<file path="src/rtl/vga_tick_decoder.sv">
// vga_tick_decoder: converts each toggle of the divided slow clock into a one-cycle tick in the
// CLOCK_50 domain, plus step strobe, tick counter and stall watchdog. Option: TICK_DECODER_MISS_COUNT_EN.
module vga_tick_decoder #(
    parameter int SYNC_STAGES    = 2,
    parameter int TICKS_PER_STEP = 4,
    parameter int TIMEOUT_CYCLES = 4000000
) (
    input  logic        CLOCK_50,
    input  logic        reset,
    input  logic        slow_clk_in,
    input  logic        enable,
    output logic        tick,
    output logic        step,
    output logic [31:0] tick_count,
    output logic        stalled,
    output logic [1:0]  state
`ifdef TICK_DECODER_MISS_COUNT_EN
    ,
    output logic [15:0] miss_count
`endif
);

    localparam int WD_W = $clog2(TIMEOUT_CYCLES);
    localparam int SC_W = (TICKS_PER_STEP > 1) ? $clog2(TICKS_PER_STEP) : 1;
    localparam int WU_W = $clog2(SYNC_STAGES + 2);

    localparam logic [WD_W-1:0] WD_LAST = WD_W'(TIMEOUT_CYCLES - 1);
    localparam logic [SC_W-1:0] SC_LAST = SC_W'(TICKS_PER_STEP - 1);
    localparam logic [WU_W-1:0] WU_INIT = WU_W'(SYNC_STAGES + 1);

    typedef enum logic [1:0] {
        IDLE    = 2'd0,
        ARMED   = 2'd1,
        RUN     = 2'd2,
        STALLED = 2'd3
    } state_e;

    state_e                 cur_state;
    state_e                 nxt_state;
    logic [SYNC_STAGES-1:0] sync_q;
    logic                   prev;
    logic                   edge_det;
    logic                   tick_nxt;
    logic                   timeout;
    logic [WU_W-1:0]        warmup;
    logic [WD_W-1:0]        wd;
    logic [SC_W-1:0]        step_cnt;

    assign edge_det = sync_q[SYNC_STAGES-1] ^ prev;
    assign timeout  = (wd == WD_LAST);
    // Warmup hides the artificial edge seen when the chain leaves reset while the input is high.
    assign tick_nxt = edge_det & enable & (cur_state != IDLE) & (warmup == '0);

    assign state   = cur_state;
    assign stalled = (cur_state == STALLED);

    always_ff @(posedge CLOCK_50 or posedge reset) begin
        if (reset) begin
            sync_q <= '0;
            prev   <= 1'b0;
            warmup <= WU_INIT;
        end else begin
            sync_q <= {sync_q[SYNC_STAGES-2:0], slow_clk_in};
            prev   <= sync_q[SYNC_STAGES-1];
            if (warmup != '0)
                warmup <= warmup - WU_W'(1);
        end
    end

    always_ff @(posedge CLOCK_50 or posedge reset) begin
        if (reset)
            cur_state <= IDLE;
        else
            cur_state <= nxt_state;
    end

    // Dropping enable wins over everything, including an edge seen in the same cycle.
    always_comb begin
        nxt_state = cur_state;
        if (!enable) begin
            nxt_state = IDLE;
        end else begin
            case (cur_state)
                IDLE:       nxt_state = ARMED;
                ARMED, RUN: begin
                    if (tick_nxt)
                        nxt_state = RUN;
                    else if (timeout)
                        nxt_state = STALLED;
                end
                STALLED:    if (tick_nxt) nxt_state = RUN;
                default:    nxt_state = IDLE;
            endcase
        end
    end

    // Watchdog saturates at the timeout value so a stall is reported once, not re-triggered.
    always_ff @(posedge CLOCK_50 or posedge reset) begin
        if (reset)
            wd <= '0;
        else if (cur_state == IDLE || tick_nxt)
            wd <= '0;
        else if (!timeout)
            wd <= wd + WD_W'(1);
    end

    always_ff @(posedge CLOCK_50 or posedge reset) begin
        if (reset) begin
            tick       <= 1'b0;
            step       <= 1'b0;
            step_cnt   <= '0;
            tick_count <= '0;
        end else begin
            tick       <= tick_nxt;
            step       <= tick_nxt & (step_cnt == SC_LAST);
            tick_count <= tick_count + 32'(tick_nxt);
            if (nxt_state == IDLE)
                step_cnt <= '0;
            else if (tick_nxt)
                step_cnt <= (step_cnt == SC_LAST) ? '0 : step_cnt + SC_W'(1);
        end
    end

`ifdef TICK_DECODER_MISS_COUNT_EN
    always_ff @(posedge CLOCK_50 or posedge reset) begin
        if (reset)
            miss_count <= '0;
        else if ((cur_state == ARMED || cur_state == RUN) && nxt_state == STALLED
                 && miss_count != 16'hFFFF)
            miss_count <= miss_count + 16'd1;
    end
`endif

endmodule

</file>
<file path="config.mk">
export PLATFORM = sky130hd
export DESIGN_NAME = vga_tick_decoder
export DESIGN_NICKNAME = d
export VERILOG_FILES = /design/src/rtl/vga_tick_decoder.sv
export SDC_FILE = /design/constraint.sdc
export NUM_CORES = 1
export LEC_CHECK = 0
export CORE_ASPECT_RATIO = 1.2
export CORE_MARGIN = 2
export CORE_UTILIZATION = 50
export DETAILED_ROUTE_END_ITERATION = 10
export PLACE_DENSITY = 0.84
export SYNTH_ARGS = -nofsm -noshare
export SYNTH_HDL_FRONTEND = slang
export SYNTH_SLANG_ARGS = --single-unit
</file>
<file path="constraint.sdc">
create_clock -name CLOCK_50 -period 5 [get_ports CLOCK_50]
set_input_delay 0.5 -clock CLOCK_50 [delete_from_list [all_inputs] [get_ports CLOCK_50]]
set_output_delay 0.5 -clock CLOCK_50 [all_outputs]
set_load 0.1 [all_outputs]
</file>
**Word level (Yosys, flattened, before mapping)**

Index checks and enable logic that the tools add are counted.

- $lt $le $gt $ge: 0
- Shift operators: 0
- Divide/modulo/power cells: 0
- Equal/unequal tests: 6
- Multiply operators: 0
- Bitwise logic cells: 5
- Mux-type cells: 10
- Reductions and logical operators: 8
- Add/sub/neg operators: 4

Operator list:

| kind | count |
|---|---|
| $mux 22 | 2 |
| $add 32x1->32 | 1 |
| $add 22x1->22 const B | 1 |
| $eq 22x22->1 const B | 1 |
| $mux 2 | 7 |
| $eq 2x2->1 const B | 3 |
| $logic_not 2->1 | 3 |
| $pmux 2 s3 | 1 |
| $reduce_bool 2->1 | 3 |
| $and 1x1->1 | 4 |
| $add 2x1->2 const B | 1 |
| $eq 2x1->1 const B | 1 |
| $ne 2x1->1 const B | 1 |
| $reduce_or 2->1 | 1 |
| $sub 2x1->2 const B | 1 |
| $logic_or 1x1->1 | 1 |
| $xor 1x1->1 | 1 |

- Word-level logic and storage cells: 42
- Output and inout port bits: 37
- Bits in writable memories: 0
- Memories kept: 0
- Register bits after elaboration: 65
- ROM bits: 0
- Bits in latches: 0

**Longest topological paths before layout**

Gate-level depths: netlist of run 1.

- Depth after elaboration: 9
- Mapped depth: 12
- Mapped depth without buffers: 10

**Worst setup path before layout of run 1**

Ideal clock, no wire load.

- Path kind: register to register
- Start point: register cur_state[0] (netlist: state[0])
- End point: register tick_count[28]
- Period minus slack after synthesis: 3.675 ns
- Setup slack: 1.325 ns
- Arrival time: 3.512 ns
- Stages on the path, launching flop included: 13
- Library setup time: 0.163 ns
- Cells stage by stage: dfrtp_1 > inv_1 > ha_1 > nor2b_1 > and3_1 > clkbuf_1 > ha_1 > ha_1 > nand4_2 > or4_1 > buf_2 > nor3_2 > xor2_1

- Longest elaborated chain between the ends: 4

RTL lines:

| element | line | source |
|---|---|---|
| start, declared | 38 | `state_e cur_state;` |
| start signal, assigned | 74 | `cur_state <= nxt_state;` |
| $reduce_bool 2->1 | 52 | `assign tick_nxt = edge_det & enable & (cur_state != IDLE) & (warmup == '0);` |
| $and 1x1->1 (2 in series) | 52 |  |
| named net tick_nxt | 43 | `logic tick_nxt;` |
| $add 32x1->32 | 116 | `tick_count <= tick_count + 32'(tick_nxt);` |
| end signal, assigned | 116 |  |
| end, declared | 14 | `output logic [31:0] tick_count,` |

The timed path passes the listed nets, and every way through them passes these cells.
A chain may end at the register's enable or synchronous reset.

**Final worst setup path of run 1**

- Start point: input port enable
- End point: register tick_count[24]

- Longest elaborated chain between the ends: 4

RTL lines:

| element | line | source |
|---|---|---|
| start, declared | 11 | `input logic enable,` |
| $and 1x1->1 (3 in series) | 52 |  |
| $add 32x1->32 | 116 |  |

No other way between the ends.

==> results of run 1 <==
[sequential cells by signal, indices dropped and copies added (netlist names)]
signal,cells
warmup,2
sync_q,2
state,2
step_cnt,2
wd,22
tick,1
prev,1
tick_count,32
step,1
[path summary, 6_finish.rpt]
check / endpoint
max in group asynchronous: tick_count[2]$_DFF_PP0_
min in group asynchronous: tick_count[14]$_DFF_PP0_
setup / recovery: tick_count[24]$_DFF_PP0_
setup reg to reg: tick_count[24]$_DFF_PP0_
hold reg to reg: sync_q[1]$_DFF_PP0_
hold / removal: sync_q[1]$_DFF_PP0_
[stage by stage]
stage,std cells,cell area [µm²]
floorplan,305,3190
global placement,417,3660
detailed placement,417,3660
CTS,433,3910
global route,433,3910
finish,433,3910
[report_power, final]
part / internal (mW) / switching, mW
registers: 0.547 / 0.0303
clock network: 0.346 / 0.212
logic: 0.0485 / 0.174
[per-layer routing]
layer / share of wire (%) / up-vias
met1: 43 / 1218
met3: 3.3 / 12
met2: 52 / 69
met5: 0 / -
met4: 1.8 / 0
li1: - / 1187
[cell usage in the layout (no fill, tap or decap), types with 7 or more instances in the layout]
master           instances
dfrtp_1                 63
clkdlybuf4s50_1         40
nand2_1                 21
xor2_1                  18
nand3_1                 18
xnor2_1                 16
o21ai_0                 15
a21oi_1                 14
inv_1                   13
nor2_1                  11
nand4_1                 10
clkbuf_8                10
a31oi_1                  9
nor3_1                   9
and3_1                   8
ha_1                     8
or3_1                    7
[logic make-up after synthesis]
group,after synthesis
xor+xnor,34
buf+inv,25
compound gates,52
flops,65
mux,2
simple gates,119
fa+ha+maj,8
[cell type report]
class / count / area (µm²) / area share, %
clock buffer: 10 / 138 / 3.52
tap: 82 / 103 / 2.62
multi-input combinational: 215 / 1470 / 37.5
sequential: 65 / 1630 / 41.7
timing repair buffer: 41 / 408 / 10.4
clock inverter: 6 / 115 / 2.94
inverter: 14 / 52.6 / 1.34
==> results.md, run 1 <==
* Residual DRC at 0
* WP depth at 9
* Synthesized Nets at 317
* Routed len/inst at 15.5 µm
* Worst-margin pin slew at 0.983 ns
* Synth area leaders: dfrtp_1 49%, xor2_1 4.9%, xnor2_1 4.4%, ha_1 3.1%, nand3_1 2.8%
* HP Start: sync_q[0]$_DFF_PP0_
* Via count of the first global-routing pass at 2,460
* Pwr Total at 1.36 mW
* Hold Path Cell Cnt at 0
* Worst hold path class: flip-flop to flip-flop
* Proportion of synthesized area in mux cells at 0.627%
* CP most frequent cell: ha_1
* Share of layout cells above drive strength 1 at 9.12%
* Max Fanout on Critical Path at 8
* Die W at 77.0 µm
* CTS tree: built
* Met1 GRT Util at roughly a quarter
* Port Buffer Count at 40
* Pre-antenna DRT Iters at 4
* Slowest Stage Delay on Critical Path at 0.72 ns
* FMAX at 299 MHz
* Finished Core Util at between 60% and 70%
* Post-layout net count at 358
* Post-Synth Adder-Cell Area at under 10%
* Clock Skews at 0.0112 ns
* # H-tree levels at 3
* R2R setup slack at 1.70 ns
* Area leader, netlist: dfrtp_1
* Grt ovf at 0
* Setup TNS Final at 0 ns
* Mapped cell area at between 3000 and 4000 µm²
* RSZ-0062 raised after global routing: no
* Hold Fails Final Rpt at 0
* Status: complete, no violations
* Final GP Congestion at 0.788
* Mapped Avg Cell Area at 10.5 µm²
* CP startpoint: enable
* Reg-to-reg critical path startpoint: state[1]$_DFF_PP0_
* CP cell instances: clkdlybuf4s50_1 > nor2b_1 > and3_1 > ha_1 > ha_1 > nand4_2 > or4_1 > nor3_2 > xor2_1
* Fin worst setup slack at 1.66 ns
* Worst Path Buf+Inv at 1
* Max-cap violations at 0
* DIE AREA at 7040 µm²
* Worst endpoint required time at 5.26 ns
* Power Density at approximately 350 nW/µm²
* Grt met2 use at 34.2%
* Detail Placement HPWL at ~4500 µm
* Critical-path top delay cell: or4_1
* Setup repair bufs after CTS at 0
* I/O pins at 41
* Final period util at 66.8%
* Hold bufs inserted after CTS at 0
* Dpl ws at 1.35 ns
* List of most frequent post-synthesis cells: 63 x dfrtp_1, 21 x nand2_1, 18 x nand3_1, 18 x xor2_1, 16 x xnor2_1
* Setup Crit Path Kind: primary input to flip-flop
* Antenna diodes at 0
* Slew headroom at 34.2%
* Detail Route Antenna Nets at 0
* Initial DRC count at approximately 100
* CP endpoint kind: flip-flop
* Largest net degree at the start of global routing at 66
* Ys Warns at 0
* Cells on worst reg2reg path at 10
* Yosys reg bits at 65
* FILL cells at 474
* CTS clk-pin slew, worst paths at 0.07 ns
* Mapped Cells at 305
* Clock Tree Buf Depth at 2
* Yosys top cell area share at 49.4%
* Clk_lat worst skew at around 0.34 ns
* Final Setup Violations at 0
* Post-synth top flop: dfrtp_1
* Synth Area in Compound Gates at 10.1%
* Fin crit period at 3.34 ns
* Peak VDD IR at between 0.0002 and 0.00025 V
* Top-count cell post-synth: dfrtp_1
* Lkg Pwr at between 1.5 and 2 nW
* Initial antenna violation count at 0
* CTS buffer count at 9
* Minimum hold slack at roughly 0.35 ns
* # resized after CTS at 0
* Simple-gate area share of the yosys netlist at 22.8%
* Initial Util at 52.4%
* Die height at 91.5 µm
* Routed WL at 6700 µm
* Largest family of logic cells by synthesized area: simple AND/OR/NAND/NOR gates
* Netlist cell types at 39
* Post-synth EDFFs at 0
* Post-Synth XOR/XNOR Area at under 10%
* Crit path DAT at 3.60 ns
* GRT Total Usage at 20.1%
* Busiest grt layer: met2
* Delay-heaviest family, CP: simple AND/OR/NAND/NOR gates
* Area Growth Syn to Fin at 22.5%
* First-pass GRT wire length at between 10,000 and 15,000 µm
* Total core area at about 6100 µm²
* Via count at 2,486
* Async SR Flop Fraction at 100%
* Seq/Total Area, Yosys at 51.0%
* Root Driver: clkbuf_8
* Sink Count at 65
* Max-slew violations at 0
* Routed vias/inst at 5.74
* Crit start category: primary input
* Row cnt at 31
* Met3 GRT Util at 3.68%
(Power assumes the default switching activity.)
==> run 2, diff against run 1 <==
==> constraint.sdc (replaced) <==
create_clock -name CLOCK_50 -period 3.3 [get_ports CLOCK_50]
set_input_delay 0.33 -clock CLOCK_50 [delete_from_list [all_inputs] [get_ports CLOCK_50]]
set_output_delay 0.33 -clock CLOCK_50 [all_outputs]
set_load 0.1 [all_outputs]
==> results.md, run 2 (same netlist as run 1, synthesis figures left out) <==
* Setup repair bufs after CTS at 0
* CP most frequent cell: ha_1
* # resized after CTS at 0
* Finished Core Util at roughly 63%
* Crit path DAT at approximately 3.2 ns
* Worst endpoint required time at about 3.6 ns
* Hold Fails Final Rpt at 0
* Setup Crit Path Kind: flip-flop to flip-flop
* Setup TNS Final at 0 ns
* Status: complete, no violations
* FMAX at roughly 340 MHz
* CP cell instances: inv_1 > ha_1 > nor2b_1 > and3_1 > ha_1 > ha_1 > nand4_2 > or4_1 > nor3_2 > xor2_1
* Share of power burned in registers at roughly 47%
* Clk_lat worst skew at around 0.34 ns
* Cell Int Power at 1.27 mW
* CTS buffer count at 9
* Die W at 77.0 µm
* Detail Route Antenna Nets at 0
* GRT Total Usage at approximately a fifth
* Largest register FFs at 32
* Critical-path top delay cell: or4_1
* Sequential Area at 1630 µm²
* Crit start category: flip-flop
* Fin worst setup slack at approximately 0.36 ns
* Hold bufs inserted after CTS at 0
* Sink Count at 65
* HP Start: sync_q[0]$_DFF_PP0_
* Combinational share of power at 18.2%
* Initial antenna violation count at 0
* Share of layout cells above drive strength 1 at 9.35%
* Slowest Stage Delay on Critical Path at around 0.7 ns
* Delay-heaviest family, CP: simple AND/OR/NAND/NOR gates
* Area Growth Syn to Fin at 21.0%
* Max Fanout on Critical Path at 6
* Largest net degree at the start of global routing at 66
* Routed WL at 6400 µm
* Dpl ws at 0.209 ns
* Finished layout cell area at 3860 µm²
* CP startpoint: state[1]$_DFF_PP0_
* Antenna diodes at 0
* Final Setup Violations at 0
* Via count of the first global-routing pass at 2,433
* Placed Cells incl. Taps at between 400 and 500
* Worst hold path class: flip-flop to flip-flop
* CP endpoint kind: flip-flop
* CTS tree: built
* Detail Placement HPWL at 4490 µm
* FILL cells at 492
* Final GP Congestion at 0.785
* I/O pins at slightly above 40
* Power Density at roughly 480 nW/µm²
* Lkg Pwr at 1.65 nW
* Routed vias/inst at approximately 5.7
* Pwr Total at 1.87 mW
* Grt ovf at 0
* DP Area at 3680 µm²
* Initial Util at 52.4%
* Row cnt at 31
* Clock network power share at 35.0%
* P_sw at about 600 µW
* Register name with the most flops: tick_count
* Clock Skews at 0.00721 ns
* Fin crit period at 2.94 ns
* Commonest non-fill, non-tap cell in the layout: dfrtp_1
* Net Sw Frac at 32.0%
* Total core area at 6090 µm²
* Routed len/inst at 14.7 µm
* Minimum hold slack at 0.347 ns
* Worst Path Buf+Inv at 1
* Max-cap violations at 0
* Slew headroom at ~34%
* Clock Tree Buf Depth at 2
* Via count at 2,476
* First-pass GRT wire length at ~11,000 µm
* Multi-input gate area at 1470 µm²
* Cells on worst reg2reg path at 10
* Worst-margin pin slew at 0.984 ns
* DIE AREA at 7040 µm²
* Root Driver: clkbuf_8
* Pre-antenna DRT Iters at 4
* Peak VDD IR at between 0.0002 and 0.0003 V
* Max-slew violations at 0
* Final period util at 89.2%
* Port Buffer Count at 40
* Post-layout net count at 360
* WP depth at 10
* CTS clk-pin slew, worst paths at 0.07 ns
* Hold Path Cell Cnt at 0
* Reg-to-reg critical path startpoint: state[1]$_DFF_PP0_
* # H-tree levels at 3
* Die height at ~92 µm
* Residual DRC at 0
* Top flop regs: tick_count: 32 flops, wd: 22 flops
* Most frequent cells in the layout: 61 x dfrtp_1, 40 x clkdlybuf4s50_1, 21 x nand2_1
* Finished Layout Cells at around 440
* RSZ-0062 raised after global routing: no
* Initial DRC count at 152
[run 2: cell count changes in the layout (fill, tap and decap cells not counted)]
cell        delta
buf_4          +2
clkinv_2       +2
clkbuf_1       +3
dfrtp_1        -2
clkinvlp_4     -1
bufinv_16      -2
dfrtp_2        +2
clkinv_4       -2
[run 2: power by group through the flow]
| stage | Combinational (mW) | Sequential [mW] | Clock (mW) |
|---|---|---|---|
| after floorplan | 0.0664 | 1.07 | 0 |
| after global placement | 0.337 | 0.887 | 0 |
| after detailed placement | 0.343 | 0.889 | 0 |
| after CTS | 0.344 | 0.874 | 0.669 |
| after global routing | 0.358 | 0.881 | 0.703 |
| final | 0.341 | 0.875 | 0.656 |
[run 2: area by class of cell]
class	count	share of cell area [%]
multi-input combinational	215	37.9
clock buffer	13	3.85
clock inverter	3	1.04
timing repair buffer	43	10.9
tap	82	2.65
sequential	65	42.2
inverter	14	1.36
[run 2: final timing paths]
kind                       slack (ns)                       end
max in group asynchronous        2.19        state[0]$_DFF_PP0_
max reg2reg                      0.36  tick_count[28]$_DFF_PP0_
min                              0.35       sync_q[1]$_DFF_PP0_
min in group asynchronous        0.55  tick_count[27]$_DFF_PP0_
min reg2reg                      0.35       sync_q[1]$_DFF_PP0_
max                              0.36  tick_count[28]$_DFF_PP0_
[run 2: per-layer routing]
metal | wire length [µm] | vias up | global-route usage, %
met5 | 0 | - | 0
met4 | 119 | 0 | 9.09
met3 | 277 | 13 | 2.88
met2 | 3320 | 72 | 34.4
met1 | 2690 | 1197 | 23.6
li1 | - | 1194 | -
==> run 3, diff against run 2 <==
--- a/config.mk
+++ b/config.mk
@@ -10,6 +10,7 @@
 export CORE_UTILIZATION = 50
 export DETAILED_ROUTE_END_ITERATION = 10
 export PLACE_DENSITY = 0.84
+export REMOVE_ABC_BUFFERS = 1
 export SYNTH_ARGS = -nofsm -noshare
 export SYNTH_HDL_FRONTEND = slang
 export SYNTH_SLANG_ARGS = --single-unit
==> results.md, run 3 (same netlist as run 1, synthesis figures left out) <==
* Die W at slightly below 80 µm
* Commonest non-fill, non-tap cell in the layout: dfrtp_1
* Cell Int Power at approximately 1.3 mW
* GRT Total Usage at about a fifth
* Die height at 91.5 µm
* Net Sw Frac at 32.1%
* Sink Count at 65
* Final period util at 88.8%
* Clk_lat worst skew at approximately 0.34 ns
* Initial antenna violation count at 0
* Routed WL at between 6000 and 7000 µm
* Crit path DAT at 3.19 ns
* CP cell instances: inv_1 > ha_1 > nor2b_2 > and3_1 > ha_1 > ha_1 > nand4_2 > or4_1 > nor3_2 > xor2_1
* Hold Fails Final Rpt at 0
* CP most frequent cell: ha_1
* CP endpoint kind: flip-flop
* Post-layout net count at 361
* P_sw at 601 µW
* Final GP Congestion at 0.853
* Setup Crit Path Kind: flip-flop to flip-flop
* Status: complete, no violations
* Pre-antenna DRT Iters at 4
* Fin worst setup slack at 0.369 ns
* Register name with the most flops: tick_count
* CTS buffer count at 9
* Combinational share of power at 18.2%
* Max Fanout on Critical Path at 6
* First-pass GRT wire length at 12,000 µm
* Fin crit period at ~3 ns
* Crit start category: flip-flop
* Area Growth Syn to Fin at 21.2%
* Via count at roughly 2,500
* Most frequent cells in the layout: 63 x dfrtp_1, 39 x clkdlybuf4s50_1, 21 x nand2_1
* Slowest Stage Delay on Critical Path at 0.73 ns
* Routed len/inst at 15.4 µm
* Clock Skews at about 0.009 ns
* Max-cap violations at 0
* Share of layout cells above drive strength 1 at 9.60%
* Detail Placement HPWL at 4800 µm
* Row cnt at 31
* Total core area at 6090 µm²
* Top flop regs: tick_count: 32 flops, wd: 22 flops
* Root Driver: clkbuf_8
* Initial DRC count at between 150 and 200
* Share of power burned in registers at 46.6%
* FILL cells at approximately 490
* Critical-path top delay cell: or4_1
* Antenna diodes at 0
* Residual DRC at 0
* Worst Path Buf+Inv at 1
* Dpl ws at between 0.15 and 0.2 ns
* CTS clk-pin slew, worst paths at 0.07 ns
* Delay-heaviest family, CP: simple AND/OR/NAND/NOR gates
* DIE AREA at ~7000 µm²
* Routed vias/inst at 5.78
* Detail Route Antenna Nets at 0
* Port Buffer Count at 40
* Final Setup Violations at 0
* I/O pins at 41
* Initial Util at a little over half
* Lkg Pwr at 1.66 nW
* Finished Core Util at 63.6%
* Largest register FFs at 32
* Slew headroom at 34.2%
* Worst endpoint required time at approximately 3.6 ns
* Clock network power share at between 30% and 40%
* Grt ovf at 0
* FMAX at 341 MHz
* Via count of the first global-routing pass at 2,633
* # H-tree levels at 3
* Setup repair bufs after CTS at 0
* Largest net degree at the start of global routing at 31
* RSZ-0062 raised after global routing: no
* Multi-input gate area at 1470 µm²
* CTS tree: built
* Max-slew violations at 0
* Worst hold path class: flip-flop to flip-flop
* Power Density at 484 nW/µm²
* Worst-margin pin slew at about 0.98 ns
* Clock Tree Buf Depth at 2
* Sequential Area at 1630 µm²
* Peak VDD IR at roughly 0.00027 V
==> run 3: cell count changes in the layout (fill, tap and decap cells not counted) <==
cell / delta
nor2b_1: -1
buf_4: +2
clkdlybuf4s50_1: -1
dfrtp_2: -2
dfrtp_1: +2
nor2b_2: +1
==> run 3: worst paths after layout <==
path	slack, ns	startpoint	cells after the start	to
min in group asynchronous	0.38	reset	2	tick_count[17]$_DFF_PP0_
max reg2reg	0.37	state[1]$_DFF_PP0_	10	tick_count[24]$_DFF_PP0_
min	0.35	sync_q[0]$_DFF_PP0_	0	sync_q[1]$_DFF_PP0_
min reg2reg	0.35	sync_q[0]$_DFF_PP0_	0	sync_q[1]$_DFF_PP0_
max	0.37	state[1]$_DFF_PP0_	10	tick_count[24]$_DFF_PP0_
max in group asynchronous	2.22	reset	3	tick_count[7]$_DFF_PP0_
==> run 3: through the flow <==
| step | cell area, µm² | total power, mW | instances | hold slack, ns | setup TNS, ns |
|---|---|---|---|---|---|
| 2_1_floorplan | 3150 | 1.14 | 294 | 0.331 | -1.54 |
| 5_1_grt | 3870 | 1.94 | 436 | 0.369 | 0 |
| 4_1_cts | 3870 | 1.89 | 436 | 0.354 | 0 |
| 3_5_place_dp | 3680 | 1.23 | 420 | 0.340 | 0 |
| 3_3_place_gp | 3680 | 1.23 | 420 | 0.334 | 0 |
| 6_report | 3870 | 1.87 | 436 | 0.351 | 0 |
==> run 3: layout make-up <==
type | instances | share of cell area (%)
Sequential cell | 65 | 42.1
Multi-Input combinational cell | 215 | 38.0
Inverter | 14 | 1.36
Clock inverter | 3 | 1.03
Clock buffer | 13 | 3.85
Tap cell | 82 | 2.65
Timing Repair Buffer | 44 | 11.1
==> run 3: routing by layer <==
metal / vias to the layer above / wire length (µm) / global-route usage [%]
met2: 69 / 3450 / 36.8
met3: 11 / 245 / 2.98
met5: - / 0 / 0
li1: 1190 / - / -
met1: 1248 / 2890 / 25.5
met4: 0 / 139 / 11.1
==> run 3: timing repair <==
item | CTS | global route
hold buffers | 0 | 0
gates resized for setup | 0 | 1
setup endpoints to repair | 0 | 3
==> run 3: power groups by stage <==
stage               logic [mW]  clock network, mW  registers (mW)
floorplan               0.0643                  0            1.07
global placement         0.339                  0           0.888
detailed placement       0.344                  0           0.889
CTS                      0.345              0.666           0.875
global route             0.362              0.703           0.879
finish                   0.342              0.660           0.873
